**config.mk**
```make
export PLATFORM = sky130hd
export DESIGN_NAME = ahb_vga_char_initiator
export DESIGN_NICKNAME = d
export VERILOG_FILES = /design/src/rtl/ahb_lite_pkg.sv /design/src/rtl/char_fifo.sv /design/src/rtl/ahb_vga_char_initiator.sv
export SDC_FILE = /design/constraint.sdc
export NUM_CORES = 1
export LEC_CHECK = 0
export BUFFER_PORTS_ARGS = -buffer_cell sky130_fd_sc_hd__buf_2
export CORE_AREA = 2 2 86 88
export CTS_CLUSTER_DIAMETER = 30
export DETAILED_ROUTE_END_ITERATION = 8
export DIE_AREA = 0 0 88 90
export GPL_TIMING_DRIVEN = 0
export PLACE_DENSITY = 0.78
export SLEW_MARGIN = 20
export SYNTH_ARGS = -nofsm -noshare
export SYNTH_HDL_FRONTEND = slang
export SYNTH_SLANG_ARGS = --single-unit
```
**constraint.sdc**
```tcl
create_clock -name HCLK -period 2.7 [get_ports HCLK]
set_input_delay 0.27 -clock HCLK [delete_from_list [all_inputs] [get_ports HCLK]]
set_output_delay 0.27 -clock HCLK [all_outputs]
set_load 0.01 [all_outputs]
```
**src/rtl/ahb_lite_pkg.sv**
```systemverilog
// Shared AHB-Lite encodings and SoC address-map constants.
// Also holds a helper that packs a character byte into a bus word.
package ahb_lite_pkg;

    typedef enum logic [1:0] {
        HTRANS_IDLE   = 2'b00,
        HTRANS_BUSY   = 2'b01,
        HTRANS_NONSEQ = 2'b10,
        HTRANS_SEQ    = 2'b11
    } htrans_e;

    localparam logic [2:0] HSIZE_BYTE = 3'b000;
    localparam logic [2:0] HSIZE_HALF = 3'b001;
    localparam logic [2:0] HSIZE_WORD = 3'b010;

    localparam logic HRESP_OKAY  = 1'b0;
    localparam logic HRESP_ERROR = 1'b1;

    // SoC address map: VGA text peripheral character data register
    localparam logic [31:0] VGA_BASE_ADDR = 32'h5000_0000;

    function automatic logic [31:0] char_to_word(input logic [7:0] c);
        return {24'h00_0000, c};
    endfunction

endpackage

```
**src/rtl/char_fifo.sv**
```systemverilog
// Small synchronous FIFO for character bytes; power-of-2 depth,
// pointers wrap naturally and full/empty come from an occupancy count.
module char_fifo #(
    parameter int DEPTH = 4,
    parameter int WIDTH = 8
) (
    input  logic                     clk,
    input  logic                     rst_n,
    input  logic                     push,
    input  logic [WIDTH-1:0]         din,
    input  logic                     pop,
    output logic [WIDTH-1:0]         dout,
    output logic                     full,
    output logic                     empty,
    output logic [$clog2(DEPTH):0]   count
);

    localparam int AW = $clog2(DEPTH);
    localparam int CW = AW + 1;

    logic [WIDTH-1:0] mem_r [DEPTH];
    logic [AW-1:0]    wr_ptr_r;
    logic [AW-1:0]    rd_ptr_r;
    logic [CW-1:0]    count_r;
    logic             push_ok_s;
    logic             pop_ok_s;

    assign push_ok_s = push && !full;
    assign pop_ok_s  = pop && !empty;
    assign full      = (count_r == CW'(DEPTH));
    assign empty     = (count_r == {CW{1'b0}});
    assign count     = count_r;
    assign dout      = mem_r[rd_ptr_r];

    // Storage, pointers and occupancy; guarded ops make overflow/underflow no-ops
    always_ff @(posedge clk or negedge rst_n) begin
        if (!rst_n) begin
            wr_ptr_r <= {AW{1'b0}};
            rd_ptr_r <= {AW{1'b0}};
            count_r  <= {CW{1'b0}};
            for (int i = 0; i < DEPTH; i++) begin
                mem_r[i] <= {WIDTH{1'b0}};
            end
        end else begin
            if (push_ok_s) begin
                mem_r[wr_ptr_r] <= din;
                wr_ptr_r        <= wr_ptr_r + 1'b1;
            end
            if (pop_ok_s) begin
                rd_ptr_r <= rd_ptr_r + 1'b1;
            end
            count_r <= count_r + CW'(push_ok_s) - CW'(pop_ok_s);
        end
    end

endmodule

```
**src/rtl/ahb_vga_char_initiator.sv**
```systemverilog
// AHB-Lite master that drains a character FIFO into the VGA data register,
// one pipelined single-beat word write per byte.
module ahb_vga_char_initiator
    import ahb_lite_pkg::*;
#(
    parameter logic [31:0] VGA_ADDR   = VGA_BASE_ADDR,
    parameter int          FIFO_DEPTH = 4,
    parameter int          CNT_W      = 16
) (
    input  logic             HCLK,
    input  logic             HRESETn,
    input  logic             in_valid,
    input  logic [7:0]       in_data,
    output logic             in_ready,
    output logic [31:0]      HADDR,
    output logic [1:0]       HTRANS,
    output logic             HWRITE,
    output logic [2:0]       HSIZE,
    output logic [31:0]      HWDATA,
    input  logic             HREADY,
    input  logic             HRESP,
    input  logic             err_clr,
    output logic             err_flag,
    output logic             busy,
    output logic [CNT_W-1:0] xfer_count
);

    localparam int CW = $clog2(FIFO_DEPTH) + 1;

    logic [CW-1:0]    count_s;
    logic [CW-1:0]    count_next_s;
    logic [7:0]       head_s;
    logic             full_s;
    logic             empty_s;
    logic             push_s;
    logic             pop_s;
    logic             pending_next_s;

    htrans_e          htrans_r;
    logic [31:0]      haddr_r;
    logic             hwrite_r;
    logic [2:0]       hsize_r;
    logic [31:0]      hwdata_r;
    logic             pending_r;
    logic             err_r;
    logic             in_ready_r;
    logic             busy_r;
    logic [CNT_W-1:0] xfer_count_r;

    char_fifo #(
        .DEPTH (FIFO_DEPTH),
        .WIDTH (8)
    ) u_fifo (
        .clk   (HCLK),
        .rst_n (HRESETn),
        .push  (push_s),
        .din   (in_data),
        .pop   (pop_s),
        .dout  (head_s),
        .full  (full_s),
        .empty (empty_s),
        .count (count_s)
    );

    assign push_s = in_valid && in_ready_r && !full_s;
    assign pop_s  = (htrans_r == HTRANS_NONSEQ) && HREADY && !empty_s;

    // Occupancy after this edge, and whether a data phase is open after it
    always_comb begin
        count_next_s = count_s + CW'(push_s) - CW'(pop_s);
        if (HREADY) begin
            pending_next_s = pop_s;
        end else begin
            pending_next_s = pending_r;
        end
    end

    // Bus phase registers, sticky error, counter and registered status outputs
    always_ff @(posedge HCLK or negedge HRESETn) begin
        if (!HRESETn) begin
            htrans_r     <= HTRANS_IDLE;
            haddr_r      <= 32'h0000_0000;
            hwrite_r     <= 1'b0;
            hsize_r      <= HSIZE_BYTE;
            hwdata_r     <= 32'h0000_0000;
            pending_r    <= 1'b0;
            err_r        <= 1'b0;
            in_ready_r   <= 1'b0;
            busy_r       <= 1'b0;
            xfer_count_r <= {CNT_W{1'b0}};
        end else begin
            in_ready_r <= (count_next_s != CW'(FIFO_DEPTH));
            busy_r     <= (count_next_s != {CW{1'b0}}) || pending_next_s;
            // Error set has priority over clear so a same-edge error is never lost
            if ((HRESP == HRESP_ERROR) && pending_r) begin
                err_r <= 1'b1;
            end else if (err_clr) begin
                err_r <= 1'b0;
            end
            if (HREADY) begin
                pending_r <= pop_s;
                if (pop_s) begin
                    hwdata_r <= char_to_word(head_s);
                end
                if (pending_r) begin
                    xfer_count_r <= xfer_count_r + 1'b1;
                end
                if (count_next_s != {CW{1'b0}}) begin
                    htrans_r <= HTRANS_NONSEQ;
                    haddr_r  <= VGA_ADDR;
                    hwrite_r <= 1'b1;
                    hsize_r  <= HSIZE_WORD;
                end else begin
                    htrans_r <= HTRANS_IDLE;
                    hwrite_r <= 1'b0;
                    hsize_r  <= HSIZE_BYTE;
                end
            end
        end
    end

    assign in_ready   = in_ready_r;
    assign HADDR      = haddr_r;
    assign HTRANS     = htrans_r;
    assign HWRITE     = hwrite_r;
    assign HSIZE      = hsize_r;
    assign HWDATA     = hwdata_r;
    assign err_flag   = err_r;
    assign busy       = busy_r;
    assign xfer_count = xfer_count_r;

endmodule

```
==> metrics.log, run 1 <==
INFO  metric synth_enable_flop_cells = 0
INFO  metric final_max_tran_viols = 0
INFO  metric final.min_clock_period = between 2 and 2.5 ns
INFO  metric total_leakage_power = about 0.0022 µW
INFO  metric die_area = 7920 µm²
INFO  metric worstSetupPathType = reg -> reg
INFO  metric cpMaxStageDelayCell = fa_1
INFO  metric logic_pwr_share = 0.377
INFO  metric p_int = about 3000 µW
INFO  metric final_standard_cell_utilization_of_the_core = 0.620
INFO  metric finalSetupViolCount = 0
INFO  metric drc = 0
INFO  metric tritoncts = done
INFO  metric timing.critical_path.mode_cell = ha_1
INFO  metric power.switching_fraction = 0.315
INFO  metric critPathMaxFanout = 4
INFO  metric design.portCount = 103
INFO  metric max-clock-path-buffers = 2
INFO  metric vdd_drop_max = between 0.0004 and 0.0005 V
INFO  metric cts_buffers = 9
INFO  metric place_congestion = about 0.70
INFO  metric power_spent_charging_and_discharging_nets = 1390 µW
INFO  metric dr.first_iter.drc_count = 33
INFO  metric n_fill_cell = ~550
INFO  metric max_slew_margin = 0.601
INFO  metric total_power_per_unit_cell_area = 1010 nW/µm²
INFO  metric layout.cells.most_common = dfrtp_1
INFO  metric number_of_global_route_vias_before_repair = roughly 2200
INFO  metric maximum_number_of_pins_on_one_net_before_global_route_repair = 40
INFO  metric max_clock_freq = 426 MHz
INFO  metric finalNetCount = 410
INFO  metric sequential_share_of_the_synthesized_area = 0.492
INFO  metric syn_area = 3510 µm²
INFO  metric reg2regPathDepth = 8
INFO  metric initial_core_utilization = 0.500
INFO  metric portBuffers = between 40 and 50
INFO  metric period_share = 0.869
INFO  metric power.share.sequential = 0.393
INFO  metric ys_ff_latch = 69
INFO  metric worst_r2r_startpoint = u_fifo.count[2]$_DFF_PN0_
INFO  metric antenna_found_initial = 0
INFO  metric chipHeight = 90 µm
INFO  metric synthArstFlopShare = 1.00
INFO  metric crit_path_end = HWRITE$_DFFE_PN0P_
INFO  metric worstHoldPathCells = 2
INFO  metric routed_wire_length_per_instance = 12.1 µm
INFO  metric tns = 0 ns
INFO  metric yosys_warnings = 0
INFO  metric insertedDiodeCount = 0
INFO  metric grt_remaining_overflow = 0
INFO  metric most-common-layout-cells = dfrtp_1 (69), buf_4 (66), conb_1 (57)
INFO  metric core_area = approximately 7000 µm²
INFO  metric vias_per_cell = 4.37
INFO  metric grt_pass1_wl = a little over 10000 µm
INFO  metric finClkSkew = 0.00778 ns
INFO  metric synth_cell_type_count = 30
INFO  metric std_cell_rows = 31
INFO  metric clockRootBuffer = clkbuf_8
INFO  metric die_x = 88 µm
INFO  metric routed_wirelength = 5940 µm
INFO  metric post_cts_resize_count = 0
INFO  metric worst_pin_slew = approximately 0.6 ns
INFO  metric worstReg2RegEnd = HWRITE$_DFFE_PN0P_
INFO  metric synth-main-ff-cell = dfrtp_1
INFO  metric final_layout_size_suffix_gt1_frac = 0.468
INFO  metric r2r_setup_slack = 0.35 ns
INFO  metric drt_pre_antenna_iters = 4
INFO  metric worstSetupStartpoint = u_fifo.count[2]$_DFF_PN0_
INFO  metric post_synth_inst_count = 272
INFO  metric grt_setup_unrepaired = false
INFO  metric syn_to_final_growth = 24.0%
INFO  metric timing.critical_path.required = approximately 2.9 ns
INFO  metric synth.avg_cell_area = around 13 µm²
INFO  metric cp_slowest_stage_delay = 0.48 ns
INFO  metric postRouteAntennaNets = 0
INFO  metric power.share.clock = 0.230
INFO  metric finalHoldViolCount = 0
INFO  metric drv_cap = 0
INFO  metric path_cells = o311ai_4, inv_2, ha_1, inv_1, ha_1, fa_1, nor3_2, a21oi_1
INFO  metric run_status = finished, final reports clean
INFO  metric detailed_place_hpwl = 4350 µm
INFO  metric htree_levels = 3
INFO  metric critical_path.endpoint_type = flop
INFO  metric numClockSinks = 69
INFO  metric critical_path_arrival = 2.56 ns
INFO  metric hold_path_class = in -> reg
INFO  metric worst_skew_pair.late_latency = ~0.34 ns
INFO  metric grt_use_total = 0.166
INFO  metric worst_setup_hold_path_clk_slew = around 0.070 ns
INFO  metric critPathLaunchType = flop
INFO  metric via_count = 2140
[metrics by stage]
| stage | worst slack, ns | total power, µW | hold WS (ns) | std cells | instance area [µm²] |
|---|---|---|---|---|---|
| finish | 0.354 | 4400 | 0.126 | 490 | 4350 |
| global route | 0.208 | 4710 | 0.122 | 490 | 4350 |
| CTS | 0.354 | 4450 | 0.116 | 490 | 4350 |
| detailed placement | -0.149 | 3410 | 0.234 | 472 | 4090 |
| global placement | -0.111 | 3320 | 0.457 | 471 | 4060 |
| floorplan | 0.240 | 2980 | -0.0256 | 328 | 3720 |
[cell families after synthesis]
kind of cell	Yosys count	synth area share
buffers and inverters	77	0.152
flip-flops	69	0.492
multiplexers	49	0.183
AND/OR/NAND/NOR	37	0.0563
XOR/XNOR	21	0.0524
adder cells (fa/ha/maj)	10	0.0399
AO/OA/AOI/OAI	8	0.0239
other	1	0.00107
[state kept, by name (all words and copies together) (netlist names)]
register / cells
in_ready: 1
busy: 1
u_fifo.wr_ptr_r: 2
pending_r: 1
HADDR: 1
u_fifo.count: 3
HWRITE: 1
HWDATA: 8
u_fifo.mem_r: 32
err_flag: 1
xfer_count: 16
u_fifo.rd_ptr_r: 2
[final cells by class]
cell class / count / area (µm²) / share of cell area
Inverter: 10 / 37.5 / 0.00863
Tap cell: 99 / 124 / 0.0285
Buffer: 67 / 494 / 0.114
Sequential cell: 69 / 1730 / 0.397
Clock inverter: 7 / 123 / 0.0282
Multi-Input combinational cell: 182 / 1460 / 0.336
Timing Repair Buffer: 47 / 260 / 0.0598
Clock buffer: 9 / 124 / 0.0285
[synth_stat cells (all sizes together), types with 5 or more instances]
| master | number | area (µm²) |
|---|---|---|
| xnor2 | 15 | 131 |
| inv | 10 | 37.5 |
| buf | 67 | 494 |
| dfrtp | 69 | 1730 |
| mux2 | 41 | 462 |
| nand2 | 11 | 41.3 |
| mux4 | 8 | 180 |
| nand3 | 5 | 25.0 |
| ha | 8 | 100 |
| nor2 | 5 | 18.8 |
| xor2 | 6 | 52.6 |
[layer usage]
layer | track usage | wire [µm]
met1 | 0.197 | 2490
met2 | 0.282 | 3060
met3 | 0.0376 | 242
met4 | 0.0769 | 146
met5 | 0 | 0
[worst min path at each step]
stage,start,endpoint,slack [ns]
after CTS,err_clr,err_flag$_DFFE_PN0P_,0.12
after global placement,xfer_count[15]$_DFFE_PN0P_,xfer_count[15]$_DFFE_PN0P_,0.46
final,err_clr,err_flag$_DFFE_PN0P_,0.13
after detailed placement,HRESETn,u_fifo.mem_r[12]$_DFFE_PN0P_,0.23
after global routing,err_clr,err_flag$_DFFE_PN0P_,0.12
after floorplan,HRESETn,HADDR[28]$_DFFE_PN0P_,-0.03
[power by group through the flow]
| stage | Combinational (µW) | Clock (µW) | Sequential (µW) |
|---|---|---|---|
| CTS | 1680 | 1040 | 1730 |
| floorplan | 1240 | 0 | 1750 |
| global placement | 1600 | 0 | 1720 |
| detailed placement | 1670 | 0 | 1750 |
| finish | 1660 | 1010 | 1730 |
| global route | 1840 | 1090 | 1790 |
[worst max-delay path, delay by kind of cell (launching register included)]
family	cells	cell delay (ns)
fa+ha+maj	3	0.96
flops	1	0.46
compound gates	2	0.37
simple gates	1	0.27
buf+inv	2	0.15
[repair_timing]
item	4_1_cts	5_1_grt
endpoints found under the hold margin	30	0
hold buffers	1	0
buffers inserted	1	0
endpoints found under the setup margin	4	0
No activity file was read; power rests on OpenSTA's default activity.
==> run 2, diff against run 1 <==
- CORE_AREA: 2 2 86 88 -> 2 2 83 85
- DIE_AREA: 0 0 88 90 -> 0 0 85 87
- PLACE_DENSITY: 0.78 -> 0.83
- clock period: 2.7 -> 2.8 ns (I/O delays scaled with it)
==> run 2 against run 1 <==
  * Worst hold slack got worse by 0.023 ns
  * Routed wire length fell by 1.5%
  * Register-to-register slack improved by 0.07 ns
  * Non-clock buffer count did not move
  * Sequential power fell by 3%
  * First-iteration DRC count rose to 2.9 times the previous value
  * Flip-flop and latch count did not move
==> metrics.log, run 2 (synthesis gave the netlist of run 1 again) <==
INFO  metric run_status = finished, final reports clean
INFO  metric drt_pre_antenna_iters = 4
INFO  metric number_of_global_route_vias_before_repair = 2022
INFO  metric layout.cell_area.non_filler = about 4300 µm²
INFO  metric drv_cap = 0
INFO  metric syn_to_final_growth = 23.3%
INFO  metric die_x = about 85 µm
INFO  metric via_count = 2133
INFO  metric vdd_drop_max = 0.000646 V
INFO  metric postRouteAntennaNets = 0
INFO  metric insertedDiodeCount = 0
INFO  metric core_area = roughly 6600 µm²
INFO  metric grt_use_total = 0.168
INFO  metric portBuffers = 44
INFO  metric finalSetupViolCount = 0
INFO  metric detailed_place_hpwl = 4240 µm
INFO  metric most-common-layout-cells = dfrtp_1 (69), buf_4 (66), conb_1 (57)
INFO  metric tritoncts = done
INFO  metric max_clock_freq = 421 MHz
INFO  metric total_leakage_power = 0.00220 µW
INFO  metric chipHeight = 87 µm
INFO  metric cts_buffers = 9
INFO  metric layout.cells.most_common = dfrtp_1
INFO  metric vias_per_cell = approximately 4.5
INFO  metric grt_pass1_wl = roughly 9600 µm
INFO  metric worst_pin_slew = roughly 0.55 ns
INFO  metric routed_wire_length_per_instance = 12.4 µm
INFO  metric max_slew_margin = 0.636
INFO  metric drc = 0
INFO  metric numClockSinks = 69
INFO  metric total_power_per_unit_cell_area = 985 nW/µm²
INFO  metric hold_path_class = in -> reg
INFO  metric place_congestion = 0.762
INFO  metric timing.critical_path.required = 3.03 ns
INFO  metric maximum_number_of_pins_on_one_net_before_global_route_repair = 38
INFO  metric critPathMaxFanout = 4
INFO  metric worst_setup_hold_path_clk_slew = ~0.08 ns
INFO  metric final.hold.worst_slack = 0.103 ns
INFO  metric critical_path_arrival = 2.61 ns
INFO  metric n_fill_cell = 504
INFO  metric finalNetCount = 410
INFO  metric worstSetupStartpoint = u_fifo.count[2]$_DFF_PN0_
INFO  metric critical_path.endpoint_type = flop
INFO  metric regArea = 1730 µm²
INFO  metric final_layout_size_suffix_gt1_frac = 0.468
INFO  metric timing.hold.worst.start = err_clr
INFO  metric post_dp_cell_area = 4060 µm²
INFO  metric max_flop_register = u_fifo.mem_r
INFO  metric worstSetupPathType = reg -> reg
INFO  metric finalHoldViolCount = 0
INFO  metric htree_levels = 3
INFO  metric initial_core_utilization = 0.534
INFO  metric largest_register_ffs = 32
INFO  metric multi_input_gate_area_in_the_final_layout = between 1000 and 1500 µm²
INFO  metric finClkSkew = ~0.0097 ns
INFO  metric post_cts_resize_count = 0
INFO  metric std_cell_rows = 30
INFO  metric die_area = 7400 µm²
INFO  metric final_max_tran_viols = 0
INFO  metric worst_r2r_startpoint = u_fifo.count[2]$_DFF_PN0_
INFO  metric worst_skew_pair.late_latency = 0.35 ns
INFO  metric design.portCount = 103
INFO  metric period_share = 0.849
INFO  metric dr.first_iter.drc_count = 96
INFO  metric final.min_clock_period = 2.38 ns
INFO  metric grt_setup_unrepaired = false
INFO  metric antenna_found_initial = 0
INFO  metric critPathLaunchType = flop
INFO  metric clockRootBuffer = clkbuf_8
INFO  metric routed_wirelength = 5850 µm
INFO  metric grt_remaining_overflow = 0
INFO  metric max-clock-path-buffers = 2
-- run 2: cell count changes in the layout (fill, tap and decap cells not counted) --
cell        change
clkinvlp_4      -1
clkinv_4        +2
inv_6           -1
-- run 2: what timing repair did --
item	in CTS	in global routing
endpoints found under the hold margin	32	0
setup endpoints to repair	3	0
hold buffers	1	0
buffers inserted	1	0
-- run 2: worst paths after layout --
check                                               end  slack, ns  cells past startpoint
max                                  HWRITE$_DFFE_PN0P_       0.42                      8
min                                err_flag$_DFFE_PN0P_       0.10                      2
max reg2reg                          HWRITE$_DFFE_PN0P_       0.42                      8
min reg2reg                  xfer_count[15]$_DFFE_PN0P_       0.48                      1
max in group asynchronous     xfer_count[7]$_DFFE_PN0P_       1.84                      3
min in group asynchronous  u_fifo.mem_r[14]$_DFFE_PN0P_       0.41                      2
-- run 2: cell type report --
type	count	area share
sequential	69	0.399
multi-input combinational	182	0.338
clock buffer	9	0.0286
inverter	10	0.00867
clock inverter	7	0.0286
tap	80	0.0231
buffer	67	0.114
timing repair buffer	47	0.0601
-- run 2: critical path, stage by stage, from the launching register on --
cell	delay, ns
dfrtp_1	0.47
o311ai_4	0.27
inv_2	0.10
ha_1	0.29
inv_1	0.05
ha_1	0.21
fa_1	0.48
nor3_2	0.28
a21oi_1	0.10
-- run 2: metal layers --
layer / vias to the layer above / GRT usage / wire length [µm]
li1: 1030 / - / -
met1: 1030 / 0.213 / 2520
met2: 63 / 0.267 / 2840
met3: 10 / 0.0408 / 375
met4: 0 / 0.0909 / 109
met5: - / 0 / 0
-- run 2: stage by stage --
stage          std cells  utilization  setup WS, ns  setup TNS (ns)  total power, µW
2_1_floorplan        328            -         0.340               0             2880
3_3_place_gp         452        0.615       -0.0521          -0.130             3190
3_5_place_dp         453        0.618        -0.106          -0.282             3300
4_1_cts              471        0.659         0.415               0             4310
5_1_grt              471        0.659         0.301               0             4540
6_report             471        0.659         0.424               0             4260
-- run 2: report_power, final --
group          internal [µW]  total, µW  leakage, µW  switching, µW
combinational            891       1590      0.00125            702
clock                    595        991     0.000120            396
sequential              1410       1680     0.000833            264
==> run 3, diff against run 2 <==
- CORE_AREA: 2 2 83 85 -> 2 2 90 92
- DIE_AREA: 0 0 85 87 -> 0 0 92 94
- PLACE_DENSITY: 0.83 -> 0.75
- clock period: 2.8 -> 2.1 ns (I/O delays scaled with it)
==> run 3 against run 2 <==
  * The flow now finishes with violations (negative setup slack)
  * Worst hold slack lost 0.048 ns
  * Register-to-register slack got worse by 0.53 ns
  * Global-route usage down 2.0 points
==> metrics.log, run 3 (synthesis gave the netlist of run 1 again) <==
INFO  metric run_status = complete, but fails checks
INFO  metric violations_in_the_final_reports = negative setup slack
INFO  metric via_count = 2101
INFO  metric design.portCount = 103
INFO  metric cts_buffers = 9
INFO  metric regArea = 1730 µm²
INFO  metric cpMaxStageDelayCell = dfrtp_1
INFO  metric layout.cell_area.non_filler = 4360 µm²
INFO  metric std_cell_rows = 32
INFO  metric clockRootBuffer = clkbuf_8
INFO  metric max-clock-path-buffers = 2
INFO  metric htree_levels = 3
INFO  metric initial_core_utilization = 0.461
INFO  metric max_slew_margin = 0.618
INFO  metric final_max_tran_viols = 0
INFO  metric tns = -0.303 ns
INFO  metric critPathLaunchType = flop
INFO  metric timing.hold.worst.start = err_clr
INFO  metric finalNetCount = just over 400
INFO  metric multi_input_gate_area_in_the_final_layout = 1510 µm²
INFO  metric worst_skew_pair.late_latency = approximately 0.34 ns
INFO  metric insertedDiodeCount = 0
INFO  metric finalWorstSetupSlack = -0.104 ns
INFO  metric final.min_clock_period = 2.20 ns
INFO  metric drt_pre_antenna_iters = 4
INFO  metric period_share = 1.05
INFO  metric routed_wirelength = 6060 µm
INFO  metric die_x = between 90 and 100 µm
INFO  metric postRouteAntennaNets = 0
INFO  metric r2r_setup_slack = -0.10 ns
INFO  metric placement.setup.worst_slack = -0.602 ns
INFO  metric worst_r2r_startpoint = u_fifo.count[0]$_DFF_PN0_
INFO  metric finalSetupViolCount = 4
INFO  metric maximum_number_of_pins_on_one_net_before_global_route_repair = 60
INFO  metric cp_slowest_stage_delay = 0.41 ns
INFO  metric post_dp_cell_area = slightly above 4000 µm²
INFO  metric grt_setup_unrepaired = true
INFO  metric critPathMaxFanout = 3
INFO  metric most-common-layout-cells = dfrtp_1 (68), buf_4 (68), conb_1 (57)
INFO  metric largest_register_ffs = 32
INFO  metric worstSetupPathType = reg -> reg
INFO  metric detailed_place_hpwl = roughly 4300 µm
INFO  metric cp_top_family = adder cells
INFO  metric dr.first_iter.drc_count = 78
INFO  metric numClockSinks = 69
INFO  metric crit_path_end = HWRITE$_DFFE_PN0P_
INFO  metric vdd_drop_max = 0.000536 V
INFO  metric total_leakage_power = 0.00218 µW
INFO  metric worst_pin_slew = 0.573 ns
INFO  metric core_area = ~7600 µm²
INFO  metric worst_setup_hold_path_clk_slew = 0.07 ns
INFO  metric grt_remaining_overflow = 0
INFO  metric grt_pass1_wl = slightly below 10000 µm
INFO  metric crit_cells = 9
INFO  metric grt_use_total = 0.148
INFO  metric reg2regPathDepth = 9
INFO  metric number_of_global_route_vias_before_repair = 2007
INFO  metric finalHoldViolCount = 0
INFO  metric drc = 0
INFO  metric chipHeight = 94 µm
INFO  metric finClkSkew = 0.00950 ns
INFO  metric critical_path.endpoint_type = flop
INFO  metric routed_wire_length_per_instance = approximately 12 µm
INFO  metric syn_to_final_growth = 24.1%
INFO  metric tritoncts = done
INFO  metric worstReg2RegEnd = HWRITE$_DFFE_PN0P_
INFO  metric die_area = 8650 µm²
INFO  metric portBuffers = 44
INFO  metric timing.critical_path.mode_cell = ha_4
INFO  metric critical_path_arrival = 2.43 ns
INFO  metric drv_cap = 0
INFO  metric critical_path_buffers_and_inverters = 2
INFO  metric place_congestion = slightly below 0.7
INFO  metric vias_per_cell = between 4 and 5
INFO  metric n_fill_cell = 666
INFO  metric final_layout_size_suffix_gt1_frac = 0.492
INFO  metric antenna_found_initial = 0
INFO  metric timing.critical_path.required = 2.32 ns
INFO  metric max_clock_freq = approximately 450 MHz
INFO  metric hold_path_class = in -> reg
INFO  metric total_power_per_unit_cell_area = around 1300 nW/µm²
INFO  metric max_flop_register = u_fifo.mem_r
INFO  metric design_power = 5520 µW
INFO  metric worstSetupStartpoint = u_fifo.count[0]$_DFF_PN0_
INFO  metric path_cells = o311ai_4, inv_2, ha_4, inv_4, ha_4, fa_2, xnor2_2, nor3_2, a21oi_1
==> run 3: cell types whose count changed in the layout (fill, tap and decap cells not counted), sizes merged <==
cell / previous run / this run
buf: 113 / 116
bufinv: 3 / 0
clkinvlp: 1 / 3
clkinv: 3 / 4
==> run 3: timing repair <==
| action | in CTS | in global routing |
|---|---|---|
| endpoints found under the hold margin | 20 | 0 |
| pin swaps | 4 | 2 |
| hold buffers | 1 | 0 |
| resized for setup | 1 | 3 |
| setup endpoints to repair | 6 | 4 |
| buffers inserted | 3 | 1 |
==> run 3: worst min path at each step <==
stage               slack [ns]                           end  cells after the start
finish                    0.06          err_flag$_DFFE_PN0P_                      2
global route              0.07          err_flag$_DFFE_PN0P_                      2
CTS                       0.04          err_flag$_DFFE_PN0P_                      2
detailed placement        0.07  u_fifo.mem_r[13]$_DFFE_PN0P_                      1
global placement          0.41          err_flag$_DFFE_PN0P_                      2
floorplan                -0.09         HADDR[28]$_DFFE_PN0P_                      0
==> run 3: final cells by class <==
cell class              count  share of cell area
flip-flops and latches     69               0.397
well taps                 102              0.0293
repair buffers             50              0.0675
multi-input cells         182               0.346
inverters                  10             0.00919
clock inverters             7             0.00976
clock buffers               9              0.0284
plain buffers              67               0.113
==> run 3: metal layers <==
layer	global-route usage	wire length, µm	share of wire
met5	0	0	0
met4	0.0846	133	0.022
met3	0.0305	337	0.056
met2	0.240	2960	0.49
met1	0.186	2630	0.43
==> run 3: power by group <==
| group | internal, µW | switching (µW) | total, µW | leakage [µW] |
|---|---|---|---|---|
| clock | 419 | 509 | 928 | 0.0000808 |
| combinational | 1350 | 1030 | 2370 | 0.00127 |
| sequential | 1890 | 332 | 2220 | 0.000832 |
| total | 3650 | 1870 | 5520 | 0.00218 |
==> run 3: through the flow <==
stage | cells | util | hold WS (ns)
2_1_floorplan | 328 | - | -0.0856
3_3_place_gp | 474 | 0.540 | 0.409
3_5_place_dp | 475 | 0.544 | 0.0677
4_1_cts | 495 | 0.570 | 0.0433
5_1_grt | 496 | 0.573 | 0.0662
6_report | 496 | 0.573 | 0.0551
==> run 3: worst reg2reg max path: cells and delay by family, from the launching register on <==
kind	cells	cell delay, ns
AO/OA/AOI/OAI	2	0.43
flip-flops	1	0.41
XOR/XNOR	1	0.15
adder cells (fa/ha/maj)	3	0.77
AND/OR/NAND/NOR	1	0.20
buffers and inverters	2	0.14
